===== src/rtl/synth_pkg.sv =====
// synth_pkg: shared NCO sizing, slot timing and sequencer state encoding.
// NCO_HARD_SYNC_EN (used by nco_slot_sequencer) enables hard-sync resets.
package synth_pkg;
   localparam int VOICES   = 8;
   localparam int V_OSC    = 4;
   localparam int V_ENVS   = 8;
   localparam int V_WIDTH  = 3;
   localparam int O_WIDTH  = 2;
   localparam int SLOT_DIV = 4;

   typedef logic [1:0] state_t;
   localparam state_t IDLE     = 2'd0;
   localparam state_t RUN      = 2'd1;
   localparam state_t STOPPING = 2'd2;

   // Reset bits of the oscillators strictly above ox (ox owns bit 2*ox)
   function automatic logic [V_ENVS-1:0] upper_osc_mask(
      input logic [O_WIDTH-1:0] ox
   );
      logic [V_ENVS-1:0] m;
      m = '0;
      for (int b = 0; b < V_ENVS; b++)
         m[b] = (b >= 2 * int'(ox) + 2);
      return m;
   endfunction
endpackage


===== src/rtl/nco_slot_clkgen.sv =====
// nco_slot_clkgen: slot cycle counter, the two slot strobes and the
// end-of-slot wrap pulse. Everything is held at zero while disabled.
module nco_slot_clkgen
   import synth_pkg::*;
(
   input  logic i_clk,
   input  logic i_rst,
   input  logic i_en,
   output logic o_osc,
   output logic o_envs,
   output logic o_wrap,
   output logic o_first
);
   localparam int CW = $clog2(SLOT_DIV);
   localparam logic [CW-1:0] LAST = CW'(SLOT_DIV - 1);

   logic          r_act;
   logic [CW-1:0] r_cnt;
   logic          r_osc;
   logic          r_envs;
   logic [CW-1:0] w_cnt_nxt;

   assign o_wrap    = r_act && (r_cnt == LAST);
   assign o_first   = !r_act;
   assign o_osc     = r_osc;
   assign o_envs    = r_envs;
   assign w_cnt_nxt = (!r_act || o_wrap) ? '0 : r_cnt + CW'(1);

   // Slot counter with strobes registered from the next count
   always_ff @(posedge i_clk or posedge i_rst) begin
      if (i_rst) begin
         r_act  <= 1'b0;
         r_cnt  <= '0;
         r_osc  <= 1'b0;
         r_envs <= 1'b0;
      end else if (!i_en) begin
         r_act  <= 1'b0;
         r_cnt  <= '0;
         r_osc  <= 1'b0;
         r_envs <= 1'b0;
      end else begin
         r_act  <= 1'b1;
         r_cnt  <= w_cnt_nxt;
         r_osc  <= int'(w_cnt_nxt) < SLOT_DIV / 2;
         r_envs <= (int'(w_cnt_nxt) >= SLOT_DIV / 4) &&
                   (int'(w_cnt_nxt) < SLOT_DIV / 4 + SLOT_DIV / 2);
      end
   end
endmodule


===== src/rtl/nco_slot_sequencer.sv =====
// nco_slot_sequencer: scans voice/oscillator slots for the shared NCO RAM
// and presents queued phase resets. NCO_HARD_SYNC_EN adds hard-sync input.
module nco_slot_sequencer
   import synth_pkg::*;
(
   input  logic               OSC_CLK,
   input  logic               reset_reg,
   input  logic               run,
   input  logic               keyon_req,
   input  logic [V_WIDTH-1:0] keyon_voice,
   input  logic [V_ENVS-1:0]  keyon_mask,
`ifdef NCO_HARD_SYNC_EN
   input  logic               osc_wrap,
   input  logic [V_ENVS-1:0]  sync_mask,
`endif
   output logic               keyon_ack,
   output logic               sCLK_XVXOSC,
   output logic               sCLK_XVXENVS,
   output logic [V_WIDTH-1:0] vx,
   output logic [O_WIDTH-1:0] ox,
   output logic [V_ENVS-1:0]  osc_accum_zero,
   output logic               frame_start,
   output logic               busy
);
   localparam logic [V_WIDTH-1:0] V_LAST = V_WIDTH'(VOICES - 1);
   localparam logic [O_WIDTH-1:0] O_LAST = O_WIDTH'(V_OSC - 1);

   state_t             r_state;
   state_t             w_state_nxt;
   logic [V_WIDTH-1:0] r_vx;
   logic [V_WIDTH-1:0] w_vx_nxt;
   logic [O_WIDTH-1:0] r_ox;
   logic [O_WIDTH-1:0] w_ox_nxt;
   logic [V_ENVS-1:0]  r_pend [VOICES];
   logic [V_ENVS-1:0]  w_pend_nxt [VOICES];
   logic [V_ENVS-1:0]  r_oaz;
   logic [V_ENVS-1:0]  w_hs;
   logic [V_ENVS-1:0]  w_hs_keep;
   logic               r_ack;
   logic               r_fs;
   logic               r_busy;
   logic               w_en;
   logic               w_wrap;
   logic               w_first;
   logic               w_acc;
   logic               w_acc_ok;
   logic               w_clr;
   logic               w_frame_end;
   logic               w_load;

   nco_slot_clkgen u_clkgen (
      .i_clk   (OSC_CLK),
      .i_rst   (reset_reg),
      .i_en    (w_en),
      .o_osc   (sCLK_XVXOSC),
      .o_envs  (sCLK_XVXENVS),
      .o_wrap  (w_wrap),
      .o_first (w_first)
   );

   assign w_en        = (w_state_nxt != IDLE);
   assign w_clr       = w_wrap && (r_ox == O_LAST);
   assign w_frame_end = w_clr && (r_vx == V_LAST);
   assign w_load      = w_first || w_clr;
   assign w_acc       = keyon_req && !r_ack;
   assign w_acc_ok    = w_acc && (int'(keyon_voice) < VOICES);

`ifdef NCO_HARD_SYNC_EN
   logic [V_ENVS-1:0] r_hs;

   assign w_hs = (osc_wrap && !w_first) ?
                 (sync_mask & upper_osc_mask(r_ox)) : '0;
   assign w_hs_keep = r_hs | w_hs;

   // Sync bits raised during this voice survive its end-of-voice clear
   always_ff @(posedge OSC_CLK or posedge reset_reg) begin
      if (reset_reg)
         r_hs <= '0;
      else if (w_clr)
         r_hs <= '0;
      else
         r_hs <= r_hs | w_hs;
   end
`else
   assign w_hs      = '0;
   assign w_hs_keep = '0;
`endif

   // Run/stop FSM; a stop request finishes the current frame
   always_comb begin
      w_state_nxt = r_state;
      case (r_state)
         IDLE:     if (run) w_state_nxt = RUN;
         RUN:      if (!run) w_state_nxt = STOPPING;
         STOPPING: begin
            if (run)
               w_state_nxt = RUN;
            else if (w_frame_end)
               w_state_nxt = IDLE;
         end
         default:  w_state_nxt = IDLE;
      endcase
   end

   // Voice/oscillator scan: ox inner, vx outer
   always_comb begin
      w_vx_nxt = r_vx;
      w_ox_nxt = r_ox;
      if (!w_en) begin
         w_vx_nxt = '0;
         w_ox_nxt = '0;
      end else if (w_wrap) begin
         w_ox_nxt = (r_ox == O_LAST) ? '0 : r_ox + O_WIDTH'(1);
         if (r_ox == O_LAST)
            w_vx_nxt = (r_vx == V_LAST) ? '0 : r_vx + V_WIDTH'(1);
      end
   end

   // Pending masks: clear at end of voice first, then key-on sets win
   always_comb begin
      for (int i = 0; i < VOICES; i++) begin
         w_pend_nxt[i] = r_pend[i];
         if (int'(r_vx) == i)
            w_pend_nxt[i] = w_clr ? w_hs_keep : (r_pend[i] | w_hs);
         if (w_acc_ok && int'(keyon_voice) == i)
            w_pend_nxt[i] = w_pend_nxt[i] | keyon_mask;
      end
   end

   // Pending RAM
   always_ff @(posedge OSC_CLK or posedge reset_reg) begin
      if (reset_reg) begin
         for (int i = 0; i < VOICES; i++)
            r_pend[i] <= '0;
      end else begin
         for (int i = 0; i < VOICES; i++)
            r_pend[i] <= w_pend_nxt[i];
      end
   end

   // State, indices and registered status outputs
   always_ff @(posedge OSC_CLK or posedge reset_reg) begin
      if (reset_reg) begin
         r_state <= IDLE;
         r_vx    <= '0;
         r_ox    <= '0;
         r_ack   <= 1'b0;
         r_fs    <= 1'b0;
         r_busy  <= 1'b0;
         r_oaz   <= '0;
      end else begin
         r_state <= w_state_nxt;
         r_vx    <= w_vx_nxt;
         r_ox    <= w_ox_nxt;
         r_ack   <= w_acc;
         r_busy  <= w_en;
         r_fs    <= w_en && (w_first ||
                    (w_wrap && w_vx_nxt == '0 && w_ox_nxt == '0));
         if (!w_en)
            r_oaz <= '0;
         else if (w_load)
            r_oaz <= w_pend_nxt[w_vx_nxt];
      end
   end

   assign vx             = r_vx;
   assign ox             = r_ox;
   assign keyon_ack      = r_ack;
   assign frame_start    = r_fs;
   assign busy           = r_busy;
   assign osc_accum_zero = r_oaz;
endmodule


===== config.mk =====
export PLATFORM = sky130hd
export DESIGN_NAME = nco_slot_sequencer
export DESIGN_NICKNAME = d
export VERILOG_FILES = /design/src/rtl/synth_pkg.sv /design/src/rtl/nco_slot_clkgen.sv /design/src/rtl/nco_slot_sequencer.sv
export SDC_FILE = /design/constraint.sdc
export NUM_CORES = 1
export LEC_CHECK = 0
export BUFFER_PORTS_ARGS = -buffer_cell sky130_fd_sc_hd__buf_2
export CORE_MARGIN = 10
export CORE_UTILIZATION = 45
export CTS_BUF_LIST = sky130_fd_sc_hd__clkbuf_16
export DETAILED_ROUTE_END_ITERATION = 10
export GPL_TIMING_DRIVEN = 1
export RECOVER_POWER = 50
export SYNTH_ARGS = -nofsm -noshare
export SYNTH_HDL_FRONTEND = slang
export SYNTH_HIERARCHICAL = 1
export SYNTH_SLANG_ARGS = --single-unit
export TNS_END_PERCENT = 50

===== constraint.sdc =====
create_clock -name OSC_CLK -period 8.3 [get_ports OSC_CLK]
set_clock_uncertainty 0.15 [all_clocks]
set_input_delay 0.83 -clock OSC_CLK [delete_from_list [all_inputs] [get_ports OSC_CLK]]
set_output_delay 0.83 -clock OSC_CLK [all_outputs]
set_load 0.01 [all_outputs]

==> impl_metrics.json, run 1 <==
{
  "status": "finished, violations left",
  "violations": "capacitance limit, slew limit",
  "cellLeakagePower_nw": 1.97,
  "syn-num-nets": 375,
  "chipWidth_um": 115,
  "synthCells": 352,
  "port_buffers": 32,
  "avgViaCountPerCell": 5.88,
  "yosysWarnings": 6,
  "clock_sinks": 87,
  "tightest_slew_ps": 4270,
  "hpwlAfterDp_mm": 6.80,
  "gp_congestion": 0.818,
  "maxSlewHeadroom": -1.85,
  "drt_pass1_iterations": 4,
  "yosys.area_share.adder": 0.0245,
  "fin_crit_sh": 0.574,
  "synth-xor-area-share": 0.00428,
  "nNetsFinal": 401,
  "die_h_um": 115,
  "first_global_vias": 2972,
  "clk_pin_slew_ps": 70,
  "avgSynthCellArea_um2": 11.6,
  "path_cells": "clkbuf_1 -> clkinvlp_2 -> clkbuf_1",
  "drive_above_1_share": 0.164,
  "cp_common_cell": "clkbuf_1",
  "cp_top_family": "buffers and inverters",
  "grt_start_max_net_pins": 83,
  "antenna_left": 0,
  "numCtsBuffers": 9,
  "cp.required_ps": 7580,
  "area_delta_synth_final_pct": 12.0,
  "die_area_mm2": 0.0133,
  "cp_slowest_cell": "clkbuf_1",
  "holdCritPathClass": "input port to async pin",
  "row_count": 34,
  "synthMuxAreaShare": 0.0569,
  "cts.repair.resized": 0,
  "drc": 0,
  "fin_util": 0.523,
  "r2r_start": "u_clkgen/r_cnt[0]",
  "synth_cell_types": 50,
  "insertion_delay_ps": 330,
  "final_common_cell": "dfrtp_1",
  "fin_crit_ps": 4770,
  "fill_cells": 785,
  "post_cts_buffers": 0,
  "powerDensity_mw_per_mm2": 250,
  "drtIter0Drc": 270,
  "vdd_drop_max_mv": 0.100,
  "cp.buffers_inverters": 3,
  "rsz0062_at_grt": "no",
  "h-tree-depth": 3,
  "io-pin-count": 33,
  "async_flop_share": 1.00,
  "end_kind": "async pin",
  "clk_path_buf_depth": 2,
  "wirelength_mm": 9.70,
  "max_cap_viol_count": 1,
  "layout_common_cells": "87 x dfrtp_1, 38 x a22o_1, 30 x inv_1, 24 x a22oi_1, 22 x buf_2",
  "arrival_ps": 4050,
  "grt_pass1_wl_mm": 16.2,
  "setup_tns_ps": 0,
  "cts.hold.buffers_added": 0,
  "slowest_delay_ps": 2970,
  "cts_root_buf": "clkbuf_16",
  "diodes": 0,
  "antenna_found_initial": 0,
  "synth-main-ff-cell": "dfrtp_1",
  "start_util": 0.467,
  "grt_usage": 0.151,
  "avgRoutedWirePerCell_um": 19.7,
  "ys_seq_area_frac": 0.532,
  "via_count": 2887,
  "max_freq_mhz": 210,
  "worstSetupStartpointType": "input port",
  "ys_ff_latch": 87,
  "synth_compound_area_frac": 0.217,
  "cp-startpoint": "reset_reg",
  "worstPathMaxFanout": 82,
  "path_class": "input port to async pin",
  "hold_viol": 0,
  "syn_area_mm2": 0.00409,
  "slew_violations": 83,
  "cts_tree": "built",
  "setup_violations": 0,
  "synth_edf_count": 0,
  "synth_top_family_by_area": "compound AO/OA/AOI/OAI gates",
  "grt-ovfl-total": 0,
  "coreArea_mm2": 0.00876,
  "synth-simple-area-share": 0.108
}
path summary, 6_finish.rpt:
kind / slack, ps / endpoint / depth (start not counted)
hold reg to reg: 330 / u_clkgen/r_cnt[0] / 1
setup reg to reg: 5080 / osc_accum_zero[1] / 7
hold / removal: 240 / u_clkgen/r_act / 2
min in group OSC_CLK: 330 / u_clkgen/r_cnt[0] / 1
setup / recovery: 3530 / r_pend[41] / 3
max in group OSC_CLK: 5080 / osc_accum_zero[1] / 7
final cells by class:
class                           instances  area [µm²]  area share
Timing Repair Buffer                   35         166      0.0363
Multi-Input combinational cell        214        1680       0.367
Clock inverter                          7        78.8      0.0172
Sequential cell                        87        2180       0.475
Tap cell                              108         135      0.0295
Inverter                               31         118      0.0257
Clock buffer                            9         225      0.0492
worst reg2reg max path, cell delays in order (launching register included):
cell and delay (ps):
dfrtp_1 400, ha_1 260, and2_2 330, and2_1 270
a21boi_1 890, o221ai_1 290, o21a_1 170, a221o_1 330
layer usage:
layer,share of wire,track usage,up-vias
li1,-,-,1370
met1,0.48,0.226,1423
met2,0.43,0.214,85
met3,0.074,0.0307,9
met4,0.012,0.0446,0
met5,0,0,-
logic make-up after synthesis:
| logic type | after synthesis |
|---|---|
| multiplexers | 22 |
| buffers and inverters | 51 |
| XOR/XNOR | 2 |
| AND/OR/NAND/NOR | 73 |
| adder cells (fa/ha/maj) | 8 |
| flip-flops | 87 |
| AO/OA/AOI/OAI | 109 |
flip-flops by register name, indices dropped and copies added, names as in the netlist, 2 cells and up:
| signal | flops |
|---|---|
| r_state | 2 |
| osc_accum_zero | 8 |
| u_clkgen/r_cnt | 2 |
| vx | 3 |
| r_pend | 64 |
| ox | 2 |
stage by stage:
step	instance area [µm²]	std cells	hold WS [ps]	setup slack, ps	power, mW
finish	4580	491	240	3530	1.14
global route	4580	491	272	2620	1.20
CTS	4600	491	250	5120	1.16
detailed placement	4290	475	327	5120	0.744
global placement	4290	475	309	5180	0.739
floorplan	4090	352	298	5210	0.687
power breakdown:
part	leakage [nW]	internal, mW	switching [mW]	total [mW]
registers	0.991	0.508	0.0280	0.536
clock network	0.146	0.237	0.173	0.410
logic	0.837	0.0942	0.104	0.199
total	1.97	0.839	0.306	1.14
synth_stat cells, drive strengths merged (4+ instances only):
| cell | instances | area [µm²] |
|---|---|---|
| a21oi | 4 | 20.0 |
| a22o | 38 | 333 |
| a22oi | 24 | 180 |
| buf | 15 | 96.4 |
| clkbuf | 5 | 18.8 |
| dfrtp | 87 | 2180 |
| ha | 8 | 100 |
| inv | 31 | 116 |
| mux2 | 10 | 113 |
| mux2i | 12 | 120 |
| nand2 | 10 | 37.5 |
| nand3 | 10 | 55.1 |
| nand3b | 9 | 71.3 |
| nand4 | 4 | 25.0 |
| nor2 | 16 | 60.1 |
| nor2b | 6 | 45.0 |
| nor3 | 5 | 30.0 |
| o21a | 4 | 30.0 |
| o21ai | 8 | 47.6 |
| o221ai | 5 | 43.8 |
| o22ai | 7 | 43.8 |
No activity file was read; power rests on OpenSTA's default activity.
==> run 2: changes to the inputs <==
--- a/config.mk
+++ b/config.mk
@@ -11,6 +11,7 @@
 export CTS_BUF_LIST = sky130_fd_sc_hd__clkbuf_16
 export DETAILED_ROUTE_END_ITERATION = 10
 export GPL_TIMING_DRIVEN = 1
+export PLACE_DENSITY = 0.65
 export RECOVER_POWER = 50
 export SYNTH_ARGS = -nofsm -noshare
 export SYNTH_HDL_FRONTEND = slang
==> constraint.sdc (replaced) <==
create_clock -name OSC_CLK -period 4.3 [get_ports OSC_CLK]
set_clock_uncertainty 0.15 [all_clocks]
set_input_delay 0.43 -clock OSC_CLK [delete_from_list [all_inputs] [get_ports OSC_CLK]]
set_output_delay 0.43 -clock OSC_CLK [all_outputs]
set_load 0.01 [all_outputs]
==> run 2 against run 1 <==
The flow still finishes with violations (capacitance limit, slew limit). Register-to-register slack worse by 4200 ps. Wire length grew 2.9%. Critical endpoint is now osc_accum_zero[1]. Die area unchanged.
==> impl_metrics.json, run 2 (synthesis gave the netlist of run 1 again) <==
{
  "status": "finished, violations left",
  "violations": "capacitance limit, slew limit",
  "max_freq_mhz": 294,
  "row_count": 34,
  "drive_above_1_share": 0.140,
  "post_cts_buffers": 0,
  "cts_root_buf": "clkbuf_16",
  "end_kind": "register",
  "die_area_mm2": 0.0133,
  "h-tree-depth": 3,
  "layout_common_cells": "87 x dfrtp_1, 38 x a22o_1, 30 x inv_1, 24 x a22oi_1, 19 x clkbuf_1",
  "cp.depth": 9,
  "min_path_cells": 2,
  "p_total_mw": 2.21,
  "setup_tns_ps": 0,
  "grt_usage": 0.158,
  "path_cells": "ha_1 -> and2_2 -> a21bo_2 -> a2111oi_4 -> buf_4 -> buf_4 -> o221ai_1 -> o21a_1 -> a221o_1",
  "tightest_slew_ps": 1980,
  "antenna_left": 0,
  "cts_tree": "built",
  "antenna_found_initial": 0,
  "drc": 0,
  "holdCritPathClass": "input port to register",
  "maxSlewHeadroom": -0.325,
  "clock_sinks": 87,
  "clk_pin_slew_ps": 70,
  "start_util": 0.467,
  "coreArea_mm2": 0.00876,
  "cp_slowest_cell": "a2111oi_4",
  "cp.required_ps": 4360,
  "drt_pass1_iterations": 5,
  "diodes": 0,
  "reg2regPathDepth": 9,
  "p_sw_mw": 0.596,
  "die_h_um": 115,
  "numCtsBuffers": 9,
  "fin_crit_sh": 0.790,
  "hpwlAfterDp_mm": 7.05,
  "max_cap_viol_count": 1,
  "arrival_ps": 3460,
  "vdd_drop_max_mv": 0.183,
  "insertion_delay_ps": 330,
  "swShare": 0.270,
  "first_global_vias": 2979,
  "io-pin-count": 33,
  "cts.repair.resized": 0,
  "slowest_delay_ps": 620,
  "fin_crit_ps": 3400,
  "nNetsFinal": 404,
  "drtIter0Drc": 345,
  "power.share.sequential": 0.469,
  "worstSetupStartpointType": "register",
  "cellLeakagePower_nw": 1.90,
  "cp_top_family": "compound AO/OA/AOI/OAI gates",
  "setup_violations": 0,
  "worstPathMaxFanout": 15,
  "rsz0062_at_grt": "no",
  "via_count": 2955,
  "grt_start_max_net_pins": 46,
  "fill_cells": 763,
  "r2r_start": "u_clkgen/r_cnt[0]",
  "path_class": "register to register",
  "timing.rr.end": "osc_accum_zero[1]",
  "wirelength_mm": 9.98,
  "p_int_mw": 1.62,
  "port_buffers": 32,
  "clock_power_share": 0.358,
  "largest_register": "r_pend",
  "final_common_cell": "dfrtp_1",
  "cp_common_cell": "buf_4",
  "avgRoutedWirePerCell_um": 20.2,
  "grt_pass1_wl_mm": 16.7,
  "worstHoldStart": "run",
  "cts.hold.buffers_added": 1,
  "clk_path_buf_depth": 2,
  "area_delta_synth_final_pct": 11.8,
  "grt-ovfl-total": 0,
  "largest_reg_flops": 64,
  "min_to": "r_state[1]",
  "chipWidth_um": 115,
  "slew_violations": 46,
  "avgViaCountPerCell": 5.98,
  "cp.buffers_inverters": 2,
  "hold_viol": 0,
  "r2r_setup_slack_ps": 900,
  "combinationalPowerShare": 0.174,
  "gp_congestion": 0.844,
  "powerDensity_mw_per_mm2": 484
}
==> run 2: cell types whose count changed in the layout (fill, tap and decap cells not counted), moves of 2 or more <==
cell,previous run,this run
nand4b_1,0,3
nand4b_2,3,0
buf_2,22,13
buf_4,2,4
clkbuf_1,11,19
==> run 2: worst register-to-register path, stage by stage, from the launching register on <==
cell and delay (ps):
dfrtp_1 410, ha_1 260, and2_2 310, a21bo_2 260
a2111oi_4 620, buf_4 320, buf_4 280, o221ai_1 170
o21a_1 160, a221o_1 340
==> run 2: cell type report <==
cell class	instances	area [µm²]	share of cell area
tap	108	135	0.0296
clock buffer	9	225	0.0493
multi-input combinational	214	1660	0.362
timing repair buffer	38	181	0.0397
sequential	87	2180	0.476
clock inverter	7	77.6	0.0170
inverter	31	118	0.0257
==> run 2: how the worst max path moves through the flow <==
stage,end,from,slack (ps)
3_5_place_dp,osc_accum_zero[0],u_clkgen/r_cnt[0],910
6_report,osc_accum_zero[1],u_clkgen/r_cnt[0],900
4_1_cts,osc_accum_zero[1],u_clkgen/r_cnt[0],910
3_3_place_gp,osc_accum_zero[1],u_clkgen/r_cnt[0],1020
2_1_floorplan,osc_accum_zero[1],u_clkgen/r_cnt[0],1470
5_1_grt,osc_accum_zero[0],u_clkgen/r_cnt[0],770
==> run 2: per-layer routing <==
layer  wire length [µm]  track usage
met3                638       0.0292
met2               4600        0.228
met5                  0            0
met1               4610        0.231
met4                127       0.0553
==> run 2: stage by stage <==
| stage | cells | setup slack [ps] | util | hold WS (ps) | cell area, µm² |
|---|---|---|---|---|---|
| detailed placement | 477 | 908 | 0.492 | 208 | 4310 |
| CTS | 494 | 913 | 0.527 | 130 | 4620 |
| floorplan | 352 | 1470 | - | 58.5 | 4090 |
| finish | 494 | 901 | 0.522 | 134 | 4570 |
| global placement | 477 | 1020 | 0.492 | 195 | 4310 |
| global route | 494 | 765 | 0.522 | 140 | 4570 |
==> run 2: power by group through the flow <==
| stage | clock (mW) | sequential, mW | combinational, mW |
|---|---|---|---|
| final | 0.792 | 1.04 | 0.384 |
| after floorplan | 0 | 1.05 | 0.282 |
| after global placement | 0 | 1.04 | 0.386 |
| after detailed placement | 0 | 1.05 | 0.388 |
| after global routing | 0.843 | 1.05 | 0.429 |
| after CTS | 0.808 | 1.04 | 0.391 |
